--- src/rtl/spi_pkg.sv ---
// -----------------------------------------------------------------------------
// spi_pkg
// Shared definitions for the SPI request arbiter slice:
//   - arb_state_e : arbiter FSM state encoding (IDLE=0, LAUNCH=1,
//                   WAIT_DONE=2, COMPLETE=3)
//   - DEF_DATA_WIDTH / DEF_NUM_REQ : default word width and requester count
//   - idx_width() : width of an index into NUM_REQ requesters (min 1 bit)
// -----------------------------------------------------------------------------
package spi_pkg;

    localparam int DEF_DATA_WIDTH = 8;
    localparam int DEF_NUM_REQ    = 4;

    typedef enum logic [1:0] {
        ST_IDLE      = 2'd0,
        ST_LAUNCH    = 2'd1,
        ST_WAIT_DONE = 2'd2,
        ST_COMPLETE  = 2'd3
    } arb_state_e;

    function automatic int idx_width(input int n);
        return (n > 1) ? $clog2(n) : 1;
    endfunction

endpackage

--- src/rtl/spi_rr_pick.sv ---
// -----------------------------------------------------------------------------
// spi_rr_pick
// Combinational round-robin picker. Starting at ptr_i and wrapping modulo
// NUM_REQ, the first asserted request wins.
// Ports:
//   req_i     in  NUM_REQ  pending requests
//   ptr_i     in  IDX_W    highest-priority index for this pick
//   winner_o  out NUM_REQ  one-hot winner (0 when no request)
//   win_idx_o out IDX_W    binary index of the winner (0 when no request)
// -----------------------------------------------------------------------------
module spi_rr_pick
    import spi_pkg::*;
#(
    parameter  int NUM_REQ = DEF_NUM_REQ,
    localparam int IDX_W   = idx_width(NUM_REQ)
) (
    input  logic [NUM_REQ-1:0] req_i,
    input  logic [IDX_W-1:0]   ptr_i,
    output logic [NUM_REQ-1:0] winner_o,
    output logic [IDX_W-1:0]   win_idx_o
);

    logic             found;
    logic [IDX_W-1:0] cand;

    always_comb begin
        winner_o  = '0;
        win_idx_o = '0;
        found     = 1'b0;
        cand      = '0;
        for (int k = 0; k < NUM_REQ; k++) begin
            cand = IDX_W'((int'(ptr_i) + k) % NUM_REQ);
            if (!found && req_i[cand]) begin
                found           = 1'b1;
                winner_o[cand]  = 1'b1;
                win_idx_o       = cand;
            end
        end
    end

endmodule

--- src/rtl/spi_req_arbiter.sv ---
// -----------------------------------------------------------------------------
// spi_req_arbiter
// Round-robin arbiter/sequencer sharing one spi_master between NUM_REQ
// requesters. Latches the winner's tx word, launches the master, waits for
// its busy handshake, captures the received word and pulses done to the owner.
//
// Optional feature: define SPI_ARB_TIMEOUT_EN to enable a watchdog that aborts
// a transfer after TIMEOUT_CYCLES cycles in LAUNCH/WAIT_DONE (done and
// timeout_err pulse together, rx_data cleared). Without it timeout_err is 0.
//
// Ports:
//   clk          in   system clock
//   rst          in   synchronous active-high reset
//   req          in   per-requester level request
//   req_data     in   flattened tx words, requester i at [i*DATA_WIDTH +: DATA_WIDTH]
//   grant        out  one-hot owner of current transfer, 0 when idle
//   done         out  one-cycle completion pulse to owner
//   rx_data      out  received word, valid in done cycle, held until next done
//   spi_enable   out  to spi_master spi_enable
//   spi_tx_data  out  to spi_master tx_datain
//   spi_busy     in   from spi_master busy
//   spi_rx_data  in   from spi_master rx_dataout
//   arb_busy     out  high from grant through the done cycle
//   timeout_err  out  watchdog abort pulse (with done)
// -----------------------------------------------------------------------------
module spi_req_arbiter
    import spi_pkg::*;
#(
    parameter int NUM_REQ        = DEF_NUM_REQ,
    parameter int DATA_WIDTH     = DEF_DATA_WIDTH,
    parameter int TIMEOUT_CYCLES = 1024
) (
    input  logic                          clk,
    input  logic                          rst,
    input  logic [NUM_REQ-1:0]            req,
    input  logic [NUM_REQ*DATA_WIDTH-1:0] req_data,
    output logic [NUM_REQ-1:0]            grant,
    output logic [NUM_REQ-1:0]            done,
    output logic [DATA_WIDTH-1:0]         rx_data,
    output logic                          spi_enable,
    output logic [DATA_WIDTH-1:0]         spi_tx_data,
    input  logic                          spi_busy,
    input  logic [DATA_WIDTH-1:0]         spi_rx_data,
    output logic                          arb_busy,
    output logic                          timeout_err
);

    localparam int IDX_W = idx_width(NUM_REQ);

    arb_state_e            state_q, state_d;
    logic [NUM_REQ-1:0]    grant_q, grant_d;
    logic [NUM_REQ-1:0]    done_q, done_d;
    logic [DATA_WIDTH-1:0] rx_q, rx_d;
    logic                  en_q, en_d;
    logic [DATA_WIDTH-1:0] txd_q, txd_d;
    logic                  abusy_q, abusy_d;
    logic [IDX_W-1:0]      ptr_q, ptr_d;
    logic [IDX_W-1:0]      owner_q, owner_d;

    logic [NUM_REQ-1:0]    win_oh;
    logic [IDX_W-1:0]      win_idx;

`ifdef SPI_ARB_TIMEOUT_EN
    localparam int CNT_W = $clog2(TIMEOUT_CYCLES + 1);
    logic [CNT_W-1:0] cnt_q, cnt_d;
    logic             tmo_q, tmo_d;
    logic             tmo_hit;
    assign tmo_hit = (cnt_q == CNT_W'(TIMEOUT_CYCLES - 1));
`endif

    spi_rr_pick #(
        .NUM_REQ   (NUM_REQ)
    ) u_pick (
        .req_i     (req),
        .ptr_i     (ptr_q),
        .winner_o  (win_oh),
        .win_idx_o (win_idx)
    );

    always_comb begin
        state_d = state_q;
        grant_d = grant_q;
        done_d  = '0;
        rx_d    = rx_q;
        en_d    = en_q;
        txd_d   = txd_q;
        abusy_d = abusy_q;
        ptr_d   = ptr_q;
        owner_d = owner_q;

        case (state_q)
            ST_IDLE: begin
                // Never launch onto a master that is still busy.
                if (|req && !spi_busy) begin
                    grant_d = win_oh;
                    owner_d = win_idx;
                    txd_d   = req_data[int'(win_idx)*DATA_WIDTH +: DATA_WIDTH];
                    en_d    = 1'b1;
                    abusy_d = 1'b1;
                    state_d = ST_LAUNCH;
                end
            end
            ST_LAUNCH: begin
                // Enable is held until busy is seen, covering the master's
                // IDLE->START latency.
                if (spi_busy) begin
                    en_d    = 1'b0;
                    state_d = ST_WAIT_DONE;
                end
            end
            ST_WAIT_DONE: begin
                // Master updates rx_dataout on the same edge busy falls.
                if (!spi_busy) begin
                    rx_d    = spi_rx_data;
                    done_d  = grant_q;
                    state_d = ST_COMPLETE;
                end
            end
            ST_COMPLETE: begin
                // One idle cycle lets the master return to IDLE (cs high)
                // before any new launch.
                grant_d = '0;
                abusy_d = 1'b0;
                ptr_d   = (owner_q == IDX_W'(NUM_REQ - 1)) ? '0 : owner_q + IDX_W'(1);
                state_d = ST_IDLE;
            end
            default: state_d = ST_IDLE;
        endcase

`ifdef SPI_ARB_TIMEOUT_EN
        tmo_d = 1'b0;
        cnt_d = '0;
        if (state_q == ST_LAUNCH || state_q == ST_WAIT_DONE) begin
            cnt_d = cnt_q + CNT_W'(1);
        end
        // Abort only when the normal progress condition is not met this cycle.
        if (tmo_hit && ((state_q == ST_LAUNCH && !spi_busy) ||
                        (state_q == ST_WAIT_DONE && spi_busy))) begin
            en_d    = 1'b0;
            done_d  = grant_q;
            tmo_d   = 1'b1;
            rx_d    = '0;
            state_d = ST_COMPLETE;
        end
`endif
    end

    always_ff @(posedge clk) begin
        if (rst) begin
            state_q <= ST_IDLE;
            grant_q <= '0;
            done_q  <= '0;
            rx_q    <= '0;
            en_q    <= 1'b0;
            txd_q   <= '0;
            abusy_q <= 1'b0;
            ptr_q   <= '0;
            owner_q <= '0;
`ifdef SPI_ARB_TIMEOUT_EN
            cnt_q   <= '0;
            tmo_q   <= 1'b0;
`endif
        end else begin
            state_q <= state_d;
            grant_q <= grant_d;
            done_q  <= done_d;
            rx_q    <= rx_d;
            en_q    <= en_d;
            txd_q   <= txd_d;
            abusy_q <= abusy_d;
            ptr_q   <= ptr_d;
            owner_q <= owner_d;
`ifdef SPI_ARB_TIMEOUT_EN
            cnt_q   <= cnt_d;
            tmo_q   <= tmo_d;
`endif
        end
    end

    assign grant       = grant_q;
    assign done        = done_q;
    assign rx_data     = rx_q;
    assign spi_enable  = en_q;
    assign spi_tx_data = txd_q;
    assign arb_busy    = abusy_q;
`ifdef SPI_ARB_TIMEOUT_EN
    assign timeout_err = tmo_q;
`else
    assign timeout_err = 1'b0;
`endif

endmodule

--- config.mk ---
export PLATFORM = sky130hd
export DESIGN_NAME = spi_req_arbiter
export DESIGN_NICKNAME = d
export VERILOG_FILES = /design/src/rtl/spi_pkg.sv /design/src/rtl/spi_rr_pick.sv /design/src/rtl/spi_req_arbiter.sv
export SDC_FILE = /design/constraint.sdc
export NUM_CORES = 1
export LEC_CHECK = 0
export BUFFER_PORTS_ARGS = -buffer_cell sky130_fd_sc_hd__buf_2
export CORE_ASPECT_RATIO = 0.8
export CORE_MARGIN = 1.5
export CORE_UTILIZATION = 40
export CTS_CLUSTER_DIAMETER = 50
export DETAILED_ROUTE_END_ITERATION = 8
export GPL_TIMING_DRIVEN = 0
export PLACE_DENSITY = 0.74
export SLEW_MARGIN = 20
export SYNTH_ARGS = -nofsm -noshare
export SYNTH_HDL_FRONTEND = slang
export SYNTH_SLANG_ARGS = --single-unit
--- constraint.sdc ---
create_clock -name clk -period 3.95 [get_ports clk]
set_input_delay 0.5925 -clock clk [delete_from_list [all_inputs] [get_ports clk]]
set_output_delay 0.5925 -clock clk [all_outputs]
set_load 0.1 [all_outputs]
==> flow_summary_export.csv, run 1 <==
group,metric,value,unit
final_layout,diodes,0,
clock_tree,ctsRootBufferMaster,"clkbuf_8",
drt,drc_errors,0,
clock_tree,cts_buffers,5,
timing,period_minus_slack,3.324,ns
synth,yosys_warnings,0,
global_routing,grt_max_degree,11,
timing,rsz0062_at_grt,"no",
timing,setup_violations,0,
synth,syn-mean-instance-area,8.392,µm²
clock_tree,clk_latency,0.28,ns
placement,dp_hpwl,4319,µm
drt,dr.pass1.iters,4,
global_routing,grt_usage,19.66,%
clock_tree,cts_tree,"built",
drt,route.vias.total,2180,
synth,synth_top_cell_area_share,29.02,%
die,io_pins,74,
placement,pre_cts_slack,0.6650,ns
flow_run,drv_cap,0,
die,dieArea,5975,µm²
clock_tree,cts.htree.levels,2,
drt,drt_iter0_drc,158,
synth,yosysTopAreaCell,"dfxtp_1",
power_and_ir_drop,total_power,1.524,mW
synth,ys_ff_latch,32,
die,die_y,69.44,µm
global_routing,grt_pass1_vias,2038,
clock_tree,path_clk_slew,0.06,ns
setup_path,critical_path_class,"reg -> reg",
timing,timing.final.max_slew_violations,0,
clock_tree,numClockSinks,32,
timing,relSlewSlack,53.42,%
final_layout,syn_to_final_growth,23.47,%
synth,synthCells,263,
synth,syn_nets,324,
placement,place.gp.congestion,0.8407,
global_routing,overflow,0,
setup_path,path_max_fanout,10,
die,die_w,86.05,µm
global_routing,antenna_found_initial,0,
timing,worst_pin_slew,0.6793,ns
synth,yosysSeqAreaShare,29.02,%
setup_path,crit_arrival,3.48,ns
drt,via_per_inst,5.409,
clock_tree,cts_hold_buf,0,
power_and_ir_drop,peakVddDrop,0.1920,mV
timing,fin_crit_sh,84.16,%
die,start_util,42.85,%
drt,routed_wirelength,5597,µm
placement,placedCellCount,395,
clock_tree,postCtsResizedCells,0,
placement,portBuffers,70,
clock_tree,cts_setup_buffers,0,
timing,worst_slack,0.6257,ns
setup_path,worst_setup_path_end_kind,"flip-flop",
setup_path,startpoint_type,"flip-flop",
worst_hold_path,hold_path.class,"reg -> reg",
final_layout,fin_util,52.90,%
synth,yosys-top-cells-area,"dfxtp_1 29%, mux2i_1 12%, ha_1 7.9%",
final_layout,finalNetCount,401,
power_and_ir_drop,power_leakage,1.186,nW
drt,drt.antenna.violating_nets,0,
final_layout,drive_above_1_share,25.22,%
power_and_ir_drop,p_per_area,559.2,nW/µm²
setup_path,required,4.10,ns
synth,synth_cell_types,38,
synth,synth_area,2207,µm²
global_routing,grt_pass1_wl,9542,µm
timing,finalSetupTns,0,ns
final_layout,layoutNonFillerInstCount,403,
drt,routedWlPerCell,13.89,µm
die,rows,23,
clock_tree,clk_path_buf_depth,2,
die,coreArea,5151,µm²
timing,fmax,300.8,MHz
timing,final-hold-violation-count,0,
status,status,"finished, final reports clean",
timing,skew,0.004056,ns
[flip-flops by register name, indices dropped and copies added (netlist names)]
signal       count
spi_enable       1
arb_busy         1
state_q          2
grant            4
done             4
ptr_q            2
spi_tx_data      8
rx_data          8
owner_q          2
[power by group]
| part | leakage (nW) | internal (mW) | switching (mW) |
|---|---|---|---|
| sequential | 0.261 | 0.381 | 0.0420 |
| combinational | 0.880 | 0.235 | 0.612 |
| clock | 0.0455 | 0.142 | 0.111 |
| total | 1.19 | 0.758 | 0.766 |
[kinds of logic after synthesis]
family	after synthesis	synth area share (%)
buffers and inverters	30	6.122
other	1	0.1699
AO/OA/AOI/OAI	75	23.92
AND/OR/NAND/NOR	83	18.99
flip-flops	32	29.02
multiplexers	28	13.83
adder cells (fa/ha/maj)	14	7.937
[path summary, 6_finish.rpt]
path,from,to,slack (ns),cells past startpoint
setup reg to reg,ptr_q[0],spi_tx_data[6],0.63,12
setup / recovery,ptr_q[0],spi_tx_data[6],0.63,12
hold / removal,rx_data[6],rx_data[6],0.46,2
hold reg to reg,rx_data[6],rx_data[6],0.46,2
[area by class of cell]
| cell class | count | area (µm²) |
|---|---|---|
| Multi-Input combinational cell | 201 | 1431 |
| Fill cell | 495 | 2426 |
| Clock buffer | 8 | 90.09 |
| Buffer | 18 | 90.09 |
| Sequential cell | 32 | 640.6 |
| Inverter | 12 | 45.04 |
| Timing Repair Buffer | 70 | 350.3 |
| Tap cell | 62 | 77.57 |
[layout by cell type (no fill, tap or decap), types with 4 or more instances in the layout]
master,count
a221oi_1,8
clkbuf_1,14
a221o_1,9
nor3b_1,8
clkbuf_8,6
mux2i_1,26
ha_1,14
inv_1,12
dfxtp_1,32
nor2_1,15
o211ai_1,8
nand2_1,34
and2_1,4
a21oi_1,17
o21ai_0,11
nor2b_1,9
buf_2,73
a211oi_1,12
[per-layer routing]
| metal | part of all wire (%) | track usage [%] | wire length [µm] | up-vias |
|---|---|---|---|---|
| li1 | - | - | - | 1109 |
| met1 | 50 | 28.46 | 2771 | 1007 |
| met2 | 45 | 29.66 | 2505 | 58 |
| met3 | 4.5 | 3.810 | 252 | 6 |
| met4 | 1.2 | 5.376 | 68 | 0 |
| met5 | 0 | 0 | 0 | - |
[cell usage after synthesis (all sizes together)]
library cell  count
mux2i            26
a221o             9
nor2b            10
nand3             1
a221oi            8
o21bai            2
nor4              1
dfxtp            32
inv              12
a22o              2
nand2            34
or2               1
nor4b             1
o211ai            8
a32oi             1
a21boi            1
and2              4
or4               1
nor3              2
nor2             15
or3b              1
nor3b             8
buf               6
ha               14
a21o              1
nand3b            2
nand2b            2
a211oi           12
conb              1
o21ai            11
clkbuf           12
o22ai             2
mux4              2
a21oi            18
[per-stage QoR]
stage / hold WS, ns / instance area (µm²)
after detailed placement: 0.4444 / 2635
after global placement: 0.4398 / 2635
after CTS: 0.4538 / 2725
after global routing: 0.4725 / 2725
after floorplan: 0.4646 / 2207
final: 0.4568 / 2725
[critical path, stage by stage, from the launching register on]
cell,delay (ns)
dfxtp_1,0.50
buf_2,0.29
inv_1,0.16
ha_1,0.30
clkbuf_1,0.34
mux4_2,0.43
nor2b_4,0.18
or2_1,0.14
buf_6,0.16
a22o_1,0.17
buf_6,0.17
mux2i_1,0.24
o211ai_1,0.10
Power figures use the tool's default switching activity.
==> inputs of run 2 (changes only) <==
--- a/config.mk
+++ b/config.mk
@@ -5,6 +5,7 @@
 export SDC_FILE = /design/constraint.sdc
 export NUM_CORES = 1
 export LEC_CHECK = 0
+export ABC_AREA = 1
 export BUFFER_PORTS_ARGS = -buffer_cell sky130_fd_sc_hd__buf_2
 export CORE_ASPECT_RATIO = 0.8
 export CORE_MARGIN = 1.5
==> constraint.sdc (replaced) <==
create_clock -name clk -period 3.3 [get_ports clk]
set_input_delay 0.495 -clock clk [delete_from_list [all_inputs] [get_ports clk]]
set_output_delay 0.495 -clock clk [all_outputs]
set_load 0.1 [all_outputs]
==> run 2 against run 1 <==
Clock-buffer cell count shrank 1. Setup slack gained 0.034 ns. Critical path type unchanged. Design area grew 1.7%. Clock skew grew 0.0019 ns.
==> flow_summary_export.csv, run 2 <==
group,metric,value,unit
synth,synth_cell_types,34,
status,status,"finished, final reports clean",
synth,synthCells,329,
clock_tree,clk_path_buf_depth,2,
synth,syn-mean-instance-area,6.720,µm²
synth,synthFlopType,"dfxtp_1",
drt,routedWlPerCell,10.58,µm
timing,holdWs,0.4372,ns
clock_tree,cts.htree.levels,2,
drt,dr.pass1.iters,4,
global_routing,grt_usage,17.07,%
placement,place.gp.congestion,0.8916,
synth,yosysTopAreaCell,"dfxtp_1",
setup_path,regToRegSetupSlack,0.66,ns
final_layout,layout_commonest_cell,"buf_2",
drt,routed_wirelength,4971,µm
worst_hold_path,hold_path.class,"in -> reg",
synth,yosys-top-cells-area,"dfxtp_1 29%, inv_1 11%, nand2_1 11%",
die,die_w,86.12,µm
drt,drt.antenna.violating_nets,0,
setup_path,cp_cell_sequence,"inv_1 -> ha_1 -> inv_1 -> nand3_1 -> nand2_1 -> nor2_4 -> nand2_1 -> nand2_2 -> nand2_4 -> nand2_4 -> buf_6 -> nand2_1 -> nand3_1 -> nand3_1 -> nand2_1 -> inv_1",
power_and_ir_drop,peakVddDrop,0.5084,mV
synth,syn_nets,390,
setup_path,startpoint_type,"flip-flop",
setup_path,cp_slowest_cell,"dfxtp_1",
synth,yosysSeqAreaShare,28.98,%
clock_tree,cts_buffers,5,
drt,via_per_inst,4.683,
clock_tree,clk_latency,0.28,ns
timing,fmax,378.8,MHz
clock_tree,numClockSinks,32,
synth,ys_ff_latch,32,
die,rows,23,
timing,worst_pin_slew,0.5240,ns
synth,synth_top_cell_area_share,28.98,%
global_routing,antenna_found_initial,0,
synth,yosys_warnings,0,
drt,drt_iter0_drc,93,
setup_path,worst_setup_path_end_kind,"flip-flop",
die,die_y,69.50,µm
clock_tree,cts_tree,"built",
flow_run,drv_cap,0,
global_routing,grt_max_degree,13,
timing,setup_violations,0,
final_layout,mostFrequentLayoutCells,"72 x buf_2, 66 x inv_1, 66 x nand2_1",
final_layout,drive_above_1_share,25.74,%
power_and_ir_drop,p_per_area,831.8,nW/µm²
die,start_util,42.92,%
worst_hold_path,hold_depth,3,
final_layout,fin_util,53.78,%
power_and_ir_drop,power_leakage,1.576,nW
timing,finalSetupTns,0,ns
final_layout,diodes,0,
clock_tree,path_clk_slew,0.07,ns
global_routing,grt_pass1_wl,8342,µm
setup_path,worstRegToRegCells,16,
placement,dp_hpwl,3921,µm
timing,relSlewSlack,64.93,%
placement,portBuffers,71,
final_layout,syn_to_final_growth,25.30,%
final_layout,finalNetCount,468,
synth,synth_common_cells,"66 x inv_1, 66 x nand2_1, 46 x nand3_1",
setup_path,critical_path_class,"reg -> reg",
clock_tree,ctsRootBufferMaster,"clkbuf_8",
synth,synth-async-reset-ratio,0,%
timing,final-hold-violation-count,0,
clock_tree,cts_hold_buf,0,
clock_tree,cts_setup_buffers,0,
setup_path,crit_arrival,2.81,ns
power_and_ir_drop,total_power,2.304,mW
setup_path,cp_common_cell,"nand2_1",
drt,route.vias.total,2201,
global_routing,grt_pass1_vias,1946,
die,coreArea,5151,µm²
die,io_pins,74,
timing,period_minus_slack,2.640,ns
die,dieArea,5985,µm²
timing,skew,0.005953,ns
global_routing,overflow,0,
setup_path,path_max_fanout,10,
timing,rsz0062_at_grt,"no",
clock_tree,postCtsResizedCells,0,
timing,fin_crit_sh,80.00,%
drt,drc_errors,0,
synth,synth_edf_count,0,
synth,synth_area,2211,µm²
timing,timing.final.max_slew_violations,0,
placement,place_area,2644,µm²
setup_path,required,3.47,ns
setup_path,slowest_delay,0.47,ns
final_layout,fin_area,2770,µm²
[run 2: changes by cell type in the layout (fill, tap and decap cells not counted), moves of 26 or more]
| cell | delta |
|---|---|
| inv_1 | +54 |
| nand3_1 | +45 |
| nand2_1 | +32 |
| mux2i_1 | -26 |
[run 2: stage by stage]
| stage | cells | setup slack (ns) |
|---|---|---|
| 2_1_floorplan | 329 | 1.141 |
| 3_3_place_gp | 462 | 0.7588 |
| 3_5_place_dp | 462 | 0.6927 |
| 4_1_cts | 470 | 0.6808 |
| 5_1_grt | 470 | 0.3887 |
| 6_report | 470 | 0.6599 |
[run 2: worst max-delay path: cells and delay by family (launching register included)]
| kind | cells | cell delay (ns) |
|---|---|---|
| adders and majority gates | 1 | 0.44 |
| and+or+nand+nor | 11 | 1.08 |
| buffers and inverters | 4 | 0.54 |
| DFF | 1 | 0.47 |
[run 2: kinds of logic (layout without fill, tap and decap cells)]
logic type / count (synthesis) / count (layout) / share of synthesized area (%)
adder cells (fa/ha/maj): 14 / 14 / 7.923
flip-flops: 32 / 32 / 28.98
AND/OR/NAND/NOR: 158 / 158 / 35.26
AO/OA/AOI/OAI: 46 / 46 / 12.85
buffers and inverters: 78 / 157 / 14.83
other: 1 / 1 / 0.1696
[run 2: layout make-up]
class                   count  area [µm²]
plain buffers              10       65.06
clock buffers               7       96.34
clock inverters             1       30.03
fillers                   518        2381
inverters                  68       262.8
multi-input cells         219        1242
flip-flops and latches     32       640.6
well taps                  62       77.57
repair buffers             71       355.3
[run 2: routing by layer]
layer	track usage [%]	vias to the layer above	share of wire, %
met5	0	-	0
met4	2.151	0	0
met3	6.190	0	6.4
met2	27.38	59	44
met1	22.56	956	50
li1	-	1186	-
[run 2: path summary, 6_finish.rpt]
kind / end / startpoint
worst max-delay path: spi_tx_data[7] / ptr_q[1]
worst min register to register: done[0] / grant[0]
worst min-delay path: rx_data[1] / spi_rx_data[1]
worst max register to register: spi_tx_data[7] / ptr_q[1]
[run 2: power by group]
| group | total [mW] | switching [mW] | internal, mW |
|---|---|---|---|
| Clock | 0.402 | 0.136 | 0.266 |
| Combinational | 1.37 | 1.02 | 0.350 |
| Sequential | 0.531 | 0.0555 | 0.476 |
| Total | 2.30 | 1.21 | 1.09 |
==> inputs of run 3 (changes only) <==
--- a/config.mk
+++ b/config.mk
@@ -13,7 +13,7 @@
 export CTS_CLUSTER_DIAMETER = 50
 export DETAILED_ROUTE_END_ITERATION = 8
 export GPL_TIMING_DRIVEN = 0
-export PLACE_DENSITY = 0.74
+export PLACE_DENSITY = 0.76
 export SLEW_MARGIN = 20
 export SYNTH_ARGS = -nofsm -noshare
 export SYNTH_HDL_FRONTEND = slang
==> constraint.sdc (replaced) <==
create_clock -name clk -period 2.2 [get_ports clk]
set_input_delay 0.33 -clock clk [delete_from_list [all_inputs] [get_ports clk]]
set_output_delay 0.33 -clock clk [all_outputs]
set_load 0.1 [all_outputs]
==> run 3 against run 2 <==
Die area unchanged. Sequential share of layout area decreased by 0.60 points. Critical path depth decreased by 3. Clock power increased by 52%. Utilization increased by 2.1 points. Register-to-register slack got worse by 0.57 ns. Via count increased by 3.1%.
==> flow_summary_export.csv, run 3 (synthesis results as in run 2) <==
group,metric,value,unit
drt,via_per_inst,4.759,
timing,setup_violations,0,
clock_tree,cts_buffers,5,
setup_path,crit-reg2reg-capture,"owner_q[0]",
global_routing,grt_max_degree,13,
die,coreArea,5151,µm²
setup_path,path_max_fanout,12,
final_layout,syn_to_final_growth,30.16,%
clock_tree,cts.htree.levels,2,
final_layout,diodes,0,
worst_hold_path,hp-start,"spi_rx_data[3]",
final_layout,layout_commonest_cell,"buf_2",
timing,fmax,474.1,MHz
global_routing,grt_usage,17.48,%
clock_tree,numClockSinks,32,
clock_tree,ctsRootBufferMaster,"clkbuf_8",
timing,relSlewSlack,65.32,%
drt,drt_iter0_drc,130,
final_layout,fillers,497,
timing,rsz0062_at_grt,"yes",
power_and_ir_drop,power_leakage,1.624,nW
worst_hold_path,hold_path.class,"in -> reg",
timing,final-hold-violation-count,0,
power_and_ir_drop,peakVddDrop,0.8294,mV
clock_tree,cts_tree,"built",
placement,portBuffers,71,
setup_path,r2r-start,"ptr_q[0]",
die,dieArea,5985,µm²
flow_run,drv_cap,0,
global_routing,grt_pass1_vias,1990,
timing,holdWs,0.2658,ns
power_and_ir_drop,p_per_area,1262,nW/µm²
die,start_util,42.92,%
timing,period_minus_slack,2.109,ns
timing,finalSetupTns,0,ns
timing,skew,0.007438,ns
placement,place.gp.congestion,0.8758,
status,status,"finished, final reports clean",
worst_hold_path,holdPathEnd,"rx_data[3]",
clock_tree,path_clk_slew,0.07,ns
global_routing,antenna_found_initial,0,
drt,route.vias.total,2270,
drt,routedWlPerCell,10.92,µm
drt,dr.pass1.iters,6,
final_layout,drive_above_1_share,28.19,%
timing,fin_crit_sh,95.88,%
setup_path,worst_setup_path_end_kind,"flip-flop",
final_layout,finalNetCount,475,
die,rows,23,
drt,drt.antenna.violating_nets,0,
placement,dp_hpwl,3951,µm
drt,routed_wirelength,5211,µm
clock_tree,clk_latency,0.28,ns
die,die_w,86.12,µm
final_layout,mostFrequentLayoutCells,"72 x buf_2, 65 x inv_1, 65 x nand2_1",
clock_tree,clk_path_buf_depth,2,
final_layout,fin_util,55.87,%
timing,worst_pin_slew,0.5182,ns
timing,timing.final.max_slew_violations,0,
global_routing,grt_pass1_wl,8535,µm
setup_path,required,2.37,ns
setup_path,critical_path_class,"reg -> reg",
die,io_pins,74,
setup_path,worstRegToRegCells,13,
setup_path,regToRegSetupSlack,0.09,ns
clock_tree,cts_hold_buf,0,
drt,drc_errors,0,
global_routing,overflow,0,
setup_path,startpoint_type,"flip-flop",
die,die_y,69.50,µm
setup_path,crit_arrival,2.28,ns
worst_hold_path,hold_depth,3,
-- run 3: critical path: stages, from the launching register on --
cell	delay (ns)
dfxtp_4	0.42
inv_8	0.08
ha_4	0.30
inv_1	0.07
nand3_1	0.10
nand2_2	0.10
o21ai_1	0.17
nand2_2	0.09
nand2_4	0.13
nand2_8	0.09
clkbuf_16	0.16
buf_4	0.13
o21bai_1	0.12
inv_1	0.05
-- run 3: through the flow --
step           power [mW]  instances  worst slack [ns]  area [µm²]
2_1_floorplan       2.495        329           0.04103        2211
5_1_grt             3.868        477          -0.01673        2878
3_5_place_dp        2.858        462           -0.3380        2644
4_1_cts             3.504        471           0.02345        2795
6_report            3.632        477           0.09069        2878
3_3_place_gp        2.830        462           -0.3239        2644
-- run 3: routing by layer --
layer  up-vias  wire length [µm]  global-route usage (%)  share of wire, %
met5         -                 0                       0                 0
met4         0                25                   3.226              0.48
met3         5               345                   4.286               6.6
met2        72              2372                   29.05                46
met1       996              2468                   23.14                47
li1       1197                 -                       -                 -
-- run 3: cell type report --
class	instances	area, µm²	share of cell area [%]
clock inverters	1	30.03	1.043
well taps	62	77.57	2.696
plain buffers	9	61.31	2.130
clock buffers	7	96.34	3.348
repair buffers	79	432.9	15.04
flip-flops and latches	32	648.1	22.52
multi-input cells	219	1266	44.00
inverters	68	265.3	9.217
-- run 3: how the worst max path moves through the flow --
stage                     slack [ns]              to      from
final                           0.09      owner_q[0]  ptr_q[0]
after CTS                       0.02  spi_tx_data[1]  ptr_q[0]
after global placement         -0.32  spi_tx_data[7]  ptr_q[1]
after global routing           -0.02      owner_q[0]  ptr_q[0]
after detailed placement       -0.34  spi_tx_data[7]  ptr_q[1]
after floorplan                 0.04  spi_tx_data[6]  ptr_q[1]
-- run 3: power breakdown --
part	leakage (nW)	switching, mW	internal [mW]
sequential	0.263	0.0907	0.715
clock	0.0645	0.214	0.400
combinational	1.30	1.57	0.644
total	1.62	1.87	1.76
-- run 3: what timing repair did --
item	CTS	global route
gates resized for setup	5	6
buffers inserted	1	6
pin swaps	1	3
gates cloned	0	1
setup endpoints to repair	13	9
